===== config.mk =====
export PLATFORM = sky130hd
export DESIGN_NAME = spi_reg_mode
export DESIGN_NICKNAME = d
export VERILOG_FILES = /design/src/rtl/spi_reg_pkg.sv /design/src/rtl/spi_edge_sync.sv /design/src/rtl/spi_reg_mode.sv
export SDC_FILE = /design/constraint.sdc
export NUM_CORES = 1
export LEC_CHECK = 0
export BUFFER_PORTS_ARGS = -buffer_cell sky130_fd_sc_hd__buf_2
export CAP_MARGIN = 20
export CORE_AREA = 2 2 108 110
export CTS_BUF_LIST = sky130_fd_sc_hd__clkbuf_8
export DETAILED_ROUTE_END_ITERATION = 12
export DIE_AREA = 0 0 110 112
export GPL_TIMING_DRIVEN = 0
export SLEW_MARGIN = 20
export SYNTH_ARGS = -nofsm -noshare
export SYNTH_HDL_FRONTEND = slang
export SYNTH_SLANG_ARGS = --single-unit

===== constraint.sdc =====
create_clock -name clk -period 3.3 [get_ports clk]
set_input_delay 0.165 -clock clk [delete_from_list [all_inputs] [get_ports clk]]
set_output_delay 0.165 -clock clk [all_outputs]
set_load 0.03 [all_outputs]

===== src/rtl/spi_reg_pkg.sv =====
// spi_reg_pkg: opcodes and frame states shared by the SPI register port
package spi_reg_pkg;
  localparam logic [1:0] CMD_RD   = 2'b00;
  localparam logic [1:0] CMD_WR   = 2'b10;
  localparam logic [1:0] CMD_FAST = 2'b11;
  typedef enum logic [1:0] {IDLE, CMD, DATA, WAIT} state_t;
endpackage


===== src/rtl/spi_edge_sync.sv =====
// spi_edge_sync: rise/fall pulses for one SPI pad input
// SPI_REG_SYNC_EN inserts a 2-flop synchroniser ahead of the edge detector
module spi_edge_sync (
  input  logic clk,
  input  logic nrst,
  input  logic d,
  output logic rise,
  output logic fall
);
  logic q, prev;
`ifdef SPI_REG_SYNC_EN
  logic [1:0] sync;
  always_ff @(posedge clk or negedge nrst)
    if (!nrst) sync <= '0;
    else sync <= {sync[0], d};
  assign q = sync[1];
`else
  assign q = d;
`endif
  always_ff @(posedge clk or negedge nrst)
    if (!nrst) prev <= 1'b0;
    else prev <= q;
  assign rise = q & ~prev;
  assign fall = ~q & prev;
endmodule


===== src/rtl/spi_reg_mode.sv =====
// spi_reg_mode: SPI slave register port with runtime CPOL/CPHA, burst access and abort detection
// SPI_REG_SYNC_EN: synchronise sclk/nss/mosi to clk (otherwise they must already be synchronous)
module spi_reg_mode
  import spi_reg_pkg::*;
#(
  parameter int ADDR_W = 3,
  parameter int REG_W  = 8
) (
  input  logic              clk,
  input  logic              nrst,
  input  logic              sclk,
  input  logic              nss,
  input  logic              mosi,
  output logic              miso,
  output logic              miso_oe,
  input  logic              cpol,
  input  logic              cpha,
  output logic [ADDR_W-1:0] reg_addr,
  output logic              reg_rd_en,
  input  logic [REG_W-1:0]  reg_data_i,
  output logic [REG_W-1:0]  reg_data_o,
  output logic              reg_data_o_vld,
  input  logic [7:0]        status,
  output logic [5:0]        fastcmd,
  output logic              fastcmd_vld,
  output logic              frame_err
);
  logic sclk_r, sclk_f, nss_r, nss_f, mosi_q;
  spi_edge_sync u_sclk (.clk(clk), .nrst(nrst), .d(sclk), .rise(sclk_r), .fall(sclk_f));
  spi_edge_sync u_nss  (.clk(clk), .nrst(nrst), .d(nss),  .rise(nss_r),  .fall(nss_f));
`ifdef SPI_REG_SYNC_EN
  logic [1:0] mosi_s;
  always_ff @(posedge clk or negedge nrst)
    if (!nrst) mosi_s <= '0;
    else mosi_s <= {mosi_s[0], mosi};
  assign mosi_q = mosi_s[1];
`else
  assign mosi_q = mosi;
`endif
  state_t            state;
  logic              cpol_l, cpha_l;
  logic [REG_W-1:0]  osr, osr_nxt, word, st_w;
  logic [REG_W-2:0]  isr;
  logic [5:0]        cnt;
  logic [1:0]        op;
  logic [ADDR_W-1:0] addr;
  logic [7:0]        cmd;
  logic              lead, trail, act, smp, chg, last;
  assign lead  = cpol_l ? sclk_f : sclk_r;
  assign trail = cpol_l ? sclk_r : sclk_f;
  assign act   = state == CMD || state == DATA;
  assign smp   = act && (cpha_l ? trail : lead);
  assign chg   = act && (cpha_l ? lead : trail);
  assign last  = cnt == (state == CMD ? 6'd7 : 6'(REG_W - 1));
  assign word  = {isr, mosi_q};
  assign cmd   = word[7:0];
  assign st_w  = REG_W'(status) << (REG_W - 8);
  assign miso     = osr[REG_W-1];
  assign miso_oe  = state != IDLE;
  assign reg_addr = addr;
  always_ff @(posedge clk or negedge nrst)
    if (!nrst) begin
      state <= IDLE;
      {cpol_l, cpha_l} <= '0;
      osr <= '0;
      osr_nxt <= '0;
      isr <= '0;
      cnt <= '0;
      op <= '0;
      addr <= '0;
      reg_rd_en <= 1'b0;
      reg_data_o <= '0;
      reg_data_o_vld <= 1'b0;
      fastcmd <= '0;
      fastcmd_vld <= 1'b0;
      frame_err <= 1'b0;
    end else begin
      reg_rd_en <= 1'b0;
      reg_data_o_vld <= 1'b0;
      fastcmd_vld <= 1'b0;
      frame_err <= 1'b0;
      if (reg_rd_en) osr_nxt <= reg_data_i;
      // the address advances on the cycle its read/write strobe is visible
      if (reg_rd_en || reg_data_o_vld) addr <= addr + 1'b1;
      if (chg) osr <= cnt == '0 ? osr_nxt : osr << 1;
      if (smp) begin
        isr <= word[REG_W-2:0];
        cnt <= last ? '0 : cnt + 1'b1;
        if (last && state == CMD) begin
          op <= cmd[7:6];
          addr <= cmd[ADDR_W-1:0];
          osr_nxt <= '0;
          reg_rd_en <= cmd[7:6] == CMD_RD;
          fastcmd_vld <= cmd[7:6] == CMD_FAST;
          if (cmd[7:6] == CMD_FAST) fastcmd <= cmd[5:0];
          if (cmd[6]) osr <= '0;
          state <= cmd[6] ? WAIT : DATA;
        end else if (last) begin
          reg_rd_en <= op == CMD_RD;
          reg_data_o_vld <= op == CMD_WR;
          if (op == CMD_WR) reg_data_o <= word;
        end
      end
      if (state == IDLE && nss_f) begin
        state <= CMD;
        cpol_l <= cpol;
        cpha_l <= cpha;
        osr <= st_w;
        osr_nxt <= st_w;
        cnt <= '0;
      end else if (state != IDLE && nss_r) begin
        // a sample landing with the nss rise finishes its word before the abort check
        state <= IDLE;
        frame_err <= smp ? !last : cnt != '0;
      end
    end
endmodule

==> impl_metrics.tcl <==
set metrics [dict create \
    status "complete, no violations" \
    cp.required_ns 3.48 \
    power.internal_mw 1.741 \
    cts_root_buf "clkbuf_8" \
    htree_levels 3 \
    arrival_ns 2.48 \
    hold_end "osr_nxt[2]" \
    rr_worst_depth 7 \
    cp_max_fo 8 \
    multiInputGateArea_um2 1182 \
    finalSetupViolCount 0 \
    hold_depth 3 \
    synth_area_leaders "dfrtp_1 53%, mux2_2 9.9%, mux2i_1 6.3%, mux2_4 3.3%, o21ai_0 2.9%" \
    cts-resized-gates 0 \
    first_iter_violations 155 \
    drc 0 \
    start_util_pct 24.35 \
    cts_tree "yes" \
    overflow 0 \
    cap_violations 0 \
    drv_slew 0 \
    cts_buffers 9 \
    seqCellArea_um2 1451 \
    port_buffers 45 \
    final_nets 311 \
    hold_path.class "in -> reg" \
    die_w_um 110 \
    finalCritPeriodShare_pct 69.65 \
    tightest_slew_ns 0.7613 \
    num_rows 39 \
    slew_headroom_pct 49.25 \
    p_switching_mw 0.7993 \
    tns_ns 0 \
    avgSynthCellArea_um2 12.15 \
    final_common_cell "dfrtp_1" \
    reg2reg_to "osr_nxt[0]" \
    clock.fmax_ghz 0.4351 \
    grt_pass1_vias 1895 \
    period_needed_ns 2.298 \
    path_clk_slew_ns 0.07 \
    detail_route.wl_per_cell_um 13.52 \
    rrSetupSlack_ns 1.00 \
    drtAntennaViolNets 0 \
    power.density_nw_per_um2 750.7 \
    power_leakage_nw 1.613 \
    layout_common_cells "58 x dfrtp_1, 45 x buf_2, 24 x mux2_2" \
    max-vdd-ir-drop_mv 0.2809 \
    finClkSkew_ns 0.008341 \
    startpoint_type "flip-flop" \
    firstDrtPassIters 4 \
    ys_seq_elements 58 \
    path_class "reg -> reg" \
    area_growth_pct 24.32 \
    worstSetupEndpointType "flip-flop" \
    hold_viol 0 \
    vias 1862 \
    synth_top_cell_area_share_pct 53.33 \
    swShare_pct 31.47 \
    hold_start "status[2]" \
    clock_latency_ns 0.33 \
    die_h_um 112 \
    fin_area_um2 3383 \
    clkPwrFrac_pct 29.4 \
    pwr-share-comb_pct 30.1 \
    ys_seq_area_share_pct 53.33 \
    clock-sinks 58 \
    mappedNetlistArea_um2 2721 \
    pwr-share-seq_pct 40.4 \
    cts_buffer_depth 2 \
    place_hpwl_um 4072 \
    synthCells 224 \
    rsz0062_at_grt "false" \
    yosysWarnings 0 \
    grt_max_degree 59 \
    io_pins 46 \
    synth_top_area_cell "dfrtp_1" \
    dieArea_um2 12320 \
    netlist-cell-type-count 39 \
    rr_startpoint "state[0]" \
    place_area_um2 3128 \
    gp_congestion 0.7783 \
    drive_gt1_share_pct 36.01 \
    core-area_um2 11170 \
    fillers 1160 \
    synth_fp_nets 252 \
    antenna_found_initial 0 \
    grt_pass1_wl_um 9494 \
    track_usage_pct 10.16 \
    routed_wl_um 5801 \
    diodes 0 \
    post_drt_via_cell_ratio 4.340 \
]
==> Yosys cell counts, drive strengths merged <==
cell / instances
a21boi: 1
a21o: 1
a21oi: 7
a221oi: 1
a311o: 1
a31oi: 1
and2: 1
and3: 4
and4: 2
buf: 5
clkbuf: 2
dfrtp: 58
ha: 5
inv: 8
mux2: 30
mux2i: 18
nand2: 19
nand3: 2
nand3b: 5
nand4: 3
nor2: 18
nor3: 2
nor3b: 1
o21ai: 19
or2: 1
or3: 1
or3b: 2
xnor2: 1
xor2: 5
==> sequential cells by signal, indices dropped and copies added (netlist names) <==
signal,count
osr,8
cnt,6
cpha_l,1
frame_err,1
op,2
isr,7
reg_data_o_vld,1
fastcmd_vld,1
u_nss.prev,1
cpol_l,1
reg_rd_en,1
osr_nxt,8
reg_addr,3
reg_data_o,8
u_sclk.prev,1
fastcmd,6
state,2
==> per-stage QoR <==
step                      worst slack (ns)  hold WS (ns)  cells  power (mW)  util (%)
after floorplan                      1.484       -0.1306    224       1.604         -
after detailed placement             1.033        0.2830    412       1.809     27.99
after global routing                0.7773       0.04637    429       2.702     30.28
after CTS                            1.008       0.03993    429       2.572     30.28
after global placement               1.016        0.3355    412       1.782     27.97
final                                1.002       0.05420    429       2.540     30.28
==> metal layers <==
| metal | part of all wire (%) | vias up | wire [um] | track usage (%) |
|---|---|---|---|---|
| li1 | - | 905 | - | - |
| met1 | 47 | 908 | 2723 | 13.30 |
| met2 | 46 | 41 | 2679 | 15.38 |
| met3 | 5.5 | 8 | 320 | 3.513 |
| met4 | 1.3 | 0 | 77 | 3.797 |
| met5 | 0 | - | 0 | 0 |
==> power groups by stage <==
stage               combinational, mW  sequential [mW]  clock [mW]
floorplan                       0.581             1.02           0
global placement                0.750             1.03           0
detailed placement              0.768             1.04           0
global route                    0.847             1.05       0.802
finish                          0.765             1.03       0.748
CTS                             0.775             1.03       0.767
==> layout make-up <==
class | count | share of cell area [%]
flip-flops and latches | 58 | 42.90
multi-input cells | 151 | 34.95
repair buffers | 48 | 7.618
well taps | 143 | 5.288
clock buffers | 12 | 4.882
clock inverters | 2 | 1.775
plain buffers | 7 | 1.701
inverters | 8 | 0.8876
==> critical path, stage by stage, from the launching register on <==
cell,delay (ns)
dfrtp_1,0.36
inv_1,0.06
ha_1,0.33
nand3b_1,0.10
mux2i_2,0.27
nand3_1,0.35
o21ai_1,0.47
o21ai_0,0.21
==> worst max path at each step <==
stage / start / end / slack (ns) / cells after the start
after floorplan: state[0] / isr[3] / 1.48 / 7
after global placement: state[0] / osr_nxt[1] / 1.02 / 7
after detailed placement: state[0] / osr_nxt[0] / 1.03 / 7
after CTS: state[0] / osr_nxt[0] / 1.01 / 7
after global routing: state[0] / osr_nxt[0] / 0.78 / 7
final: state[0] / osr_nxt[0] / 1.00 / 7
==> what timing repair did <==
action / CTS / global route
hold endpoints to repair: 60 / 0
buffers inserted: 0 / 0
hold buffers: 3 / 0
==> kinds of logic after synthesis <==
logic type	count (synthesis)	share of synthesized area, %
flip-flops	58	53.33
AO/OA/AOI/OAI	31	6.391
adder cells (fa/ha/maj)	5	2.299
multiplexers	48	20.00
XOR/XNOR	6	2.207
buffers and inverters	15	3.218
AND/OR/NAND/NOR	61	12.55
(Power assumes the default switching activity.)
